`src/rtl/quant_4x4_stream.sv`:
```
// H.264-style 4x4 forward quantiser, LANES coefficients per beat, 2-stage pipe.
// Ports: clk, reset (async, active-low); in_valid/in_ready, mode, qp, coef_in;
// out_valid/out_ready, quant_out, out_last, nz_count (valid on last beat only).
module quant_4x4_stream #(
   parameter int BIT_LENGTH = 15,
   parameter int LANES      = 4,
   parameter int F_INTRA    = 10923,
   parameter int F_INTER    = 5461
) (
   input  logic                          clk,
   input  logic                          reset,
   input  logic                          in_valid,
   output logic                          in_ready,
   input  logic                          mode,
   input  logic [5:0]                    qp,
   input  logic [LANES*(BIT_LENGTH+1)-1:0] coef_in,
   output logic                          out_valid,
   input  logic                          out_ready,
   output logic [LANES*(BIT_LENGTH+1)-1:0] quant_out,
   output logic                          out_last,
   output logic [4:0]                    nz_count
);

   localparam int W  = BIT_LENGTH + 1;
   localparam int NB = 16 / LANES;
   localparam int BW = (NB > 1) ? $clog2(NB) : 1;
   localparam int PW = W + 14;
   localparam int SW = W + 24;
   localparam logic [BW-1:0] LAST_BEAT = BW'(NB - 1);

   logic [BW-1:0]            cnt;
   logic                     blk_mode;
   logic [5:0]               blk_qp;
   logic                     s1_valid;
   logic                     s1_last;
   logic                     s1_mode;
   logic [3:0]               s1_qdiv;
   logic [LANES-1:0]         s1_neg;
   logic [LANES-1:0][PW-1:0] s1_prod;
   logic                     s2_valid;
   logic                     s2_last;
   logic [4:0]               blk_nz;

   logic                     advance;
   logic                     accept;
   logic [5:0]               qp_clip;
   logic [5:0]               eff_qp;
   logic                     eff_mode;
   logic [3:0]               qdiv;
   logic [2:0]               qmod;
   logic [LANES-1:0]         nxt_neg;
   logic [LANES-1:0][PW-1:0] nxt_prod;
   logic [LANES*W-1:0]       nxt_q;
   logic [4:0]               beat_nz;

   function automatic logic [13:0] mf_of(input logic [3:0] p,
                                         input logic [2:0] m);
      logic [13:0] mf;
      mf = 14'd0;
      // p[2] = row parity, p[0] = column parity
      unique case (1'b1)
         (!p[2] && !p[0]): begin
            case (m)
               3'd0:    mf = 14'd13107;
               3'd1:    mf = 14'd11916;
               3'd2:    mf = 14'd10082;
               3'd3:    mf = 14'd9362;
               3'd4:    mf = 14'd8192;
               default: mf = 14'd7282;
            endcase
         end
         (p[2] && p[0]): begin
            case (m)
               3'd0:    mf = 14'd5243;
               3'd1:    mf = 14'd4660;
               3'd2:    mf = 14'd4194;
               3'd3:    mf = 14'd3647;
               3'd4:    mf = 14'd3355;
               default: mf = 14'd2893;
            endcase
         end
         (p[2] ^ p[0]): begin
            case (m)
               3'd0:    mf = 14'd8066;
               3'd1:    mf = 14'd7490;
               3'd2:    mf = 14'd6554;
               3'd3:    mf = 14'd5825;
               3'd4:    mf = 14'd5243;
               default: mf = 14'd4559;
            endcase
         end
      endcase
      return mf;
   endfunction

   // Stage 2 empty or draining: whole pipe may shift
   assign advance   = !s2_valid || out_ready;
   assign in_ready  = advance && reset;
   assign accept    = in_valid && in_ready;
   assign out_valid = s2_valid;
   assign out_last  = s2_last;
   assign nz_count  = (s2_valid && s2_last) ? blk_nz : 5'd0;

   // First beat of a block uses live mode/qp; later beats use latched copy
   assign qp_clip  = (qp > 6'd51) ? 6'd51 : qp;
   assign eff_qp   = (cnt == '0) ? qp_clip : blk_qp;
   assign eff_mode = (cnt == '0) ? mode : blk_mode;
   assign qdiv     = 4'(eff_qp / 6'd6);
   assign qmod     = 3'(eff_qp % 6'd6);

   always_comb begin : s1_comb
      logic [W-1:0] x;
      logic [W-1:0] ax;
      logic [3:0]   pos;
      nxt_neg  = '0;
      nxt_prod = '0;
      x        = '0;
      ax       = '0;
      pos      = '0;
      for (int k = 0; k < LANES; k++) begin
         x   = coef_in[k*W +: W];
         // unsigned magnitude keeps -2^BIT_LENGTH exact
         ax  = x[W-1] ? (~x + 1'b1) : x;
         pos = 4'(int'(cnt) * LANES + k);
         nxt_neg[k]  = x[W-1];
         nxt_prod[k] = PW'(ax) * PW'(mf_of(pos, qmod));
      end
   end

   always_comb begin : s2_comb
      logic [14:0]   fb;
      logic [SW-1:0] f_sh;
      logic [SW-1:0] sum;
      logic [W-1:0]  mag;
      fb      = s1_mode ? 15'(F_INTRA) : 15'(F_INTER);
      f_sh    = SW'(fb) << s1_qdiv;
      sum     = '0;
      mag     = '0;
      nxt_q   = '0;
      beat_nz = '0;
      for (int k = 0; k < LANES; k++) begin
         sum = SW'(s1_prod[k]) + f_sh;
         mag = W'(sum >> (5'd15 + 5'(s1_qdiv)));
         nxt_q[k*W +: W] = s1_neg[k] ? (~mag + 1'b1) : mag;
         if (mag != '0) beat_nz = beat_nz + 5'd1;
      end
   end

   always_ff @(posedge clk or negedge reset) begin
      if (!reset) begin
         cnt       <= '0;
         blk_mode  <= 1'b0;
         blk_qp    <= '0;
         s1_valid  <= 1'b0;
         s1_last   <= 1'b0;
         s1_mode   <= 1'b0;
         s1_qdiv   <= '0;
         s1_neg    <= '0;
         s1_prod   <= '0;
         s2_valid  <= 1'b0;
         s2_last   <= 1'b0;
         quant_out <= '0;
         blk_nz    <= '0;
      end else begin
         if (accept) begin
            cnt <= (cnt == LAST_BEAT) ? '0 : cnt + 1'b1;
            if (cnt == '0) begin
               blk_mode <= mode;
               blk_qp   <= qp_clip;
            end
         end
         if (advance) begin
            s1_valid <= accept;
            s1_last  <= accept && (cnt == LAST_BEAT);
            if (accept) begin
               s1_mode <= eff_mode;
               s1_qdiv <= qdiv;
               s1_neg  <= nxt_neg;
               s1_prod <= nxt_prod;
            end
            s2_valid <= s1_valid;
            s2_last  <= s1_valid && s1_last;
            if (s1_valid) quant_out <= nxt_q;
            // count restarts once the last beat of a block has left
            blk_nz <= ((s2_valid && s2_last) ? 5'd0 : blk_nz)
                    + (s1_valid ? beat_nz : 5'd0);
         end
      end
   end

endmodule

```
`config.mk`:
```
export PLATFORM = sky130hd
export DESIGN_NAME = quant_4x4_stream
export DESIGN_NICKNAME = d
export VERILOG_FILES = /design/src/rtl/quant_4x4_stream.sv
export SDC_FILE = /design/constraint.sdc
export NUM_CORES = 2
export LEC_CHECK = 0
export ABC_AREA = 1
export BUFFER_PORTS_ARGS = -buffer_cell sky130_fd_sc_hd__buf_2
export CAP_MARGIN = 20
export CORE_AREA = 4 4 407 510
export DETAILED_ROUTE_END_ITERATION = 7
export DIE_AREA = 0 0 411 514
export PLACE_DENSITY = 0.44
export SYNTH_ARGS = -nofsm -noshare
export SYNTH_HDL_FRONTEND = slang
export SYNTH_SLANG_ARGS = --single-unit
```
`constraint.sdc`:
```
create_clock -name clk -period 8.97 [get_ports clk]
set_input_delay 1.794 -clock clk [delete_from_list [all_inputs] [get_ports clk]]
set_output_delay 1.794 -clock clk [all_outputs]
set_load 0.02 [all_outputs]
```
; Word-level counts from Yosys, hierarchy flattened
; Index checks and enable logic that the tools add are counted.
[word_totals]
ff_bits = 211
inputBits = 75
word_cells = 120
[classes]
addsub = 21
multipliers = 4
div_mod_pow = 2
n_lt_le_gt_ge = 1
eq_ne = 5
shifts = 5
muxes = 27
bitwise = 11
reduce_logical = 28
[ops]
columns = op, n
row1 = adder 30 x 40 -> 40 bit, 4
row2 = >> shifter 40 x 5 -> 16 bit, 4
row3 = "adder 16 x 1 -> 16 bit, second input constant", 8
row4 = 2-to-1 mux 16 bit, 8
row5 = inverter 16 bit, 8
row6 = one-hot mux 14 bit (3 select lines), 3
row7 = multiplier 16 x 14 -> 30 bit, 4
row8 = one-hot mux 14 bit (5 select lines), 1
row9 = one-hot mux 13 bit (5 select lines), 1
row10 = nonzero test 16 bit, 4
row11 = one-hot mux 12 bit (5 select lines), 1
row12 = << shifter 14 x 4 -> 40 bit, 1
row13 = 2-to-1 mux 5 bit, 6
row14 = one-hot mux 14 bit (2 select lines), 1
row15 = "adder 5 x 1 -> 5 bit, second input constant", 3
row16 = 2-to-1 mux 14 bit, 1
row17 = 2-to-1 mux 6 bit, 2
row18 = logical AND 1 bit, 11
row19 = logical NOT 1 bit, 8
row20 = "adder 3 x 2 -> 3 bit, second input constant", 2
row21 = "divider 6 x 3 -> 6 bit, second input constant", 1
row22 = "equality test 3 x 2 -> 1 bit, second input constant", 2
row23 = "greater-than comparator 6 bit, second input constant", 1
row24 = "modulo 6 x 3 -> 6 bit, second input constant", 1
row25 = other kinds (14), 18

; Logic depth before layout (Yosys ltp)
[logic_depth]
word_depth = 14
mapped_depth = 55
depth_no_buf = 53

; Least setup slack after synthesis
; OpenSTA, ideal clock, no wires.
[synth_path]
path_kind = input-to-reg
start = input qp[5]
end = register s1_prod[54] (netlist bit)
setup_ns = 0.118
t_arrival_ns = 9.287
setup_slack_ns = -0.435
stages = 50
path_buffers = 2
path_cell_list = nand2_1 -> nand3_1 -> o21ai_2 -> nand2_1 -> clkinv_1 -> o21ai_2 -> xor2_1 -> or2_1 -> nand2_1 -> nand2_2 -> nand3_2 -> nand2_1 -> nand2_1 -> nand2_2 -> inv_4 -> nor2_8 -> inv_4 -> nand2_1 -> [14 not listed] -> fa_1 -> inv_1 -> fa_1 -> inv_1 -> ha_1 -> a21oi_1 -> a21boi_0 -> o21ai_0 -> nand2_1 -> nand2_1 -> a21o_1 -> nand2_1 -> nand2_1 -> a21oi_1 -> o21bai_1 -> or2_2 -> nand3_1 -> nand2_1
[synth_between]
elab_chain_cells = 8
elab_cells_between_ends = 14
cone_classes = mul (1) / div (1) / order compare (1) / eq/ne (4) / mux (6) / reduce/logical (1)
[synth_lines]
columns = element, line
row1 = from (decl), 15  ; input logic [5:0] qp,
row2 = greater-than comparator 6 bit, 105  ; assign qp_clip = (qp > 6'd51) ? 6'd51 : qp;
row3 = 2-to-1 mux 6 bit *, 105
row4 = 2-to-1 mux 6 bit *, n/a
row5 = modulo 6 x 3 -> 6 bit *, 109  ; assign qmod = 3'(eff_qp % 6'd6);
row6 = equality test 3 bit (tied with other cells), "63, 73, 83"
row7 = one-hot mux 12 bit (5 select lines) (tied with other cells), 83  ; case (m)
row8 = one-hot mux 14 bit (3 select lines) *, 61  ; unique case (1'b1)
row9 = multiplier 16 x 14 -> 30 bit *, 126  ; nxt_prod[k] = PW'(ax) * PW'(mf_of(pos, qmod));
row10 = to (signal assigned), 179  ; s1_prod <= nxt_prod;
row11 = to (decl), 39  ; logic [LANES-1:0][PW-1:0] s1_prod;
; Every way passes the cells marked *; elsewhere a longest branch is shown, timed or not.
; A chain may end at the register's enable or synchronous reset.

; Worst setup path after layout
[layout_path]
start = input qp[4]
end = register s1_prod[58] (netlist bit)
; The elaborated chain is that of the path after synthesis.

==> impl_metrics.csv <==
group,metric,value,unit
grt,grt-ovfl-total,0,
critical_path,worst-path-buf-inv,10,
critical_path,cp.arrival,9.22,ns
critical_path,timing.critical_path.to,"s1_prod[58]$_DFFE_PN0P_",
grt,grt_pass1_vias,49596,
sta,fmax,115,MHz
synthesis,netlist_area,0.0505,mm2
drt,dr.pass1.iters,6,
synthesis,netlist.area_leader.share,25.2,%
drt,wire_per_inst,17.5,um
critical_path,reg2regPathDepth,49,
synthesis,ys_warn_count,0,
drt,drt-initial-drc-count,2927,
critical_path,cp_common_cell,"nand2_2",
placement,hpwlAfterDp,160000,um
critical_path,r2r-end,"s1_prod[58]$_DFFE_PN0P_",
critical_path,worst-path-stages,48,
floorplan,dieWidth,411,um
critical_path,cpPeakStageDelay,0.58,ns
critical_path,critPathSlowestCell,"fa_1",
sta,setup_violations,0,
sta,fin_skew,0.0537,ns
placement,place_area,0.0597,mm2
placement,dp.cells,10614,
critical_path,path_max_fanout,5,
grt,grt_util_all_layers,17.6,%
layout,fillers,22231,
synthesis,synthesis.instances,7285,
layout,fin_nets,9226,
clock_network,cts_buffers,31,
hold_path,min_path_type,"reg2reg",
critical_path,r2r_setup_slack,0.52,ns
drt,drc,0,
drt,vias,48403,
layout,stdcell_count,10725,
grt,antenna_found_initial,9,
sta,slew_headroom,24.3,%
floorplan,dieArea,0.211,mm2
floorplan,die_h,514,um
sta,worst-slew-pin-transition,1.13,ns
clock_network,cts_max_path_buffers,3,
sta,final-max-slew-violation-count,0,
layout,post-route-cell-area,0.0622,mm2
clock_network,clock_latency,0.63,ns
layout,syn_to_final_growth,23.1,%
critical_path,path_class,"in2reg",
sta,finalHoldViolations,0,
clock_network,tritoncts,"done",
clock_network,htree_levels,1,
floorplan,core-area,0.203,mm2
critical_path,startpoint_type,"primary input",
clock_network,clk_pin_slew,0.06,ns
critical_path,crit_path_end_kind,"flop",
synthesis,synth-seq-cells,211,
synthesis,seq_area_frac_synth,10.5,%
clock_network,clock_sinks,211,
critical_path,r2r_start,"cnt[0]$_DFFE_PN0P_",
drt,wl,188000,um
placement,port_buffers,146,
floorplan,num_rows,185,
hold_path,min_from,"quant_out[30]$_DFFE_PN0P_",
sta,hold_slack,0.471,ns
grt,grt_pass1_wl,293000,um
sta,fin_crit_sh,97.2,%
synthesis,syn_nets,8524,
synthesis,ys_types,60,
layout,drive_above_1_share,15.8,%
flow_run,drv_cap,0,
critical_path,crit_start,"qp[4]",
grt,grt_start_max_net_pins,193,
drt,detail-route-antenna-nets,0,
sta,fin_setup_tns,0,ns
synthesis,synth_area_per_cell,6.93,um2
placement,place_congestion,0.916,
run_status,outcome,"finished, final reports clean",
critical_path,required,9.48,ns
sta,rsz0062_at_grt,"yes",
synthesis,yosysTopAreaCell,"fa_1",
synthesis,yosys-top-cells-area,"fa_1 (25%), nand2_1 (14%), ha_1 (13%)",
clock_network,clockRootBuffer,"clkbuf_16",
floorplan,ioPinCount,147,
drt,avgViaCountPerCell,4.51,
floorplan,start_util,24.9,%
critical_path,crit_family,"adder cells",
sta,period_minus_slack,8.72,ns
## sequential cells by signal (all words and copies together) (netlist names)
name       count
blk_qp         6
s1_mode        1
s1_last        1
out_last       1
s1_prod      120
blk_mode       1
out_valid      1
cnt            2
s1_neg         4
blk_nz         5
s1_qdiv        4
quant_out     64
s1_valid       1
## stage by stage
| step | util [%] | setup WS (ns) |
|---|---|---|
| after floorplan | - | 0.00653 |
| after global placement | 29.5 | -0.709 |
| after detailed placement | 29.5 | -0.735 |
| after CTS | 30.0 | 0.0203 |
| after global routing | 30.7 | -0.0825 |
| final | 30.7 | 0.253 |
## layout by cell type (no fill, tap or decap), types with 18 or more instances in the layout
master / n
nor3_1: 49
fa_2: 22
nand2_4: 19
o21bai_1: 30
buf_2: 143
ha_1: 499
nand3_1: 632
xnor2_1: 47
nand2_1: 1853
o21ai_0: 285
nor2_2: 18
a21oi_1: 217
a21oi_2: 28
buf_12: 46
nand4_1: 57
ha_4: 29
inv_2: 49
o21ai_1: 30
buf_4: 649
buf_6: 19
fa_1: 613
nor2_1: 705
inv_1: 1275
or2_2: 31
dfrtp_1: 207
xor2_1: 112
clkbuf_16: 36
nand2_2: 45
## layout make-up
type                       count  area (um2)  share of cell area [%]
multi-input combinational   5535       40400                    65.0
timing repair buffer         868        6940                    11.2
sequential                   211        5290                    8.50
inverter                    1340        5070                    8.16
tap                         2711        3390                    5.46
clock buffer                  41         873                    1.41
clock inverter                16         169                   0.272
antenna                        3        7.51                  0.0121
## synth_stat cells (all sizes together)
library cell and number:
a21o 17, or2 37, clkbuf 97, dfrtp 211
a211oi 4, a2111oi 1, nor3b 1, and2 1
a221o 3, xnor2 47, nand2 1919, nand3 649
a31oi 17, nor3 56, conb 1, and3 3
o21ai 338, fa 635, o221ai 3, nor2 733
nand3b 17, clkinv 8, nand4 58, buf 102
mux2i 1, o22ai 2, inv 1332, ha 529
o21bai 32, o211ai 11, nor4 20, a21boi 8
o2111a 1, a221oi 1, xor2 112, a21oi 249
or3 1, o31ai 11, a31o 1, o21a 16
## worst min-delay path, delay by kind of cell, from the launching register on
family	cells	cell delay [ns]
flip-flops	1	0.33
AND/OR/NAND/NOR	2	0.10
## kinds of logic (layout without fill, tap and decap cells)
kind of cell             count (synthesis)  count (layout)  synth area share, %
AO/OA/AOI/OAI                          715             715                 7.86
XOR/XNOR                               159             159                 2.76
buffers and inverters                 1539            2265                 11.8
flip-flops                             211             211                 10.5
AND/OR/NAND/NOR                       3495            3495                 28.9
other                                    1               4              0.00743
multiplexers                             1               1               0.0198
adder cells (fa/ha/maj)               1164            1164                 38.3
## per-layer routing
metal,vias up,GRT usage (%),part of all wire [%]
li1,24099,-,-
met1,23145,24.1,47
met2,942,30.1,47
met3,207,1.41,3.5
met4,10,3.89,2.7
met5,-,0,0.023
## worst min-delay path by stage
stage	endpoint	slack, ns	cells after the start
global placement	quant_out[60]$_DFFE_PN0P_	0.46	2
finish	quant_out[30]$_DFFE_PN0P_	0.47	2
CTS	quant_out[60]$_DFFE_PN0P_	0.48	2
detailed placement	quant_out[13]$_DFFE_PN0P_	0.46	2
floorplan	blk_nz[3]$_DFFE_PN0N_	0.45	2
global route	quant_out[63]$_DFFE_PN0P_	0.49	2
## timing repair
item / in CTS / in global routing
pin swaps: 0 / 129
gates resized for setup: 4 / 245
hold endpoints to repair: 0 / 0
hold buffers: 0 / 0
endpoints found under the setup margin: 4 / 63
buffers inserted: 0 / 46
cloned: 0 / 5
Power is not shown: default switching activity piles up to over one toggle a cycle in this logic, so the estimate is an artifact.
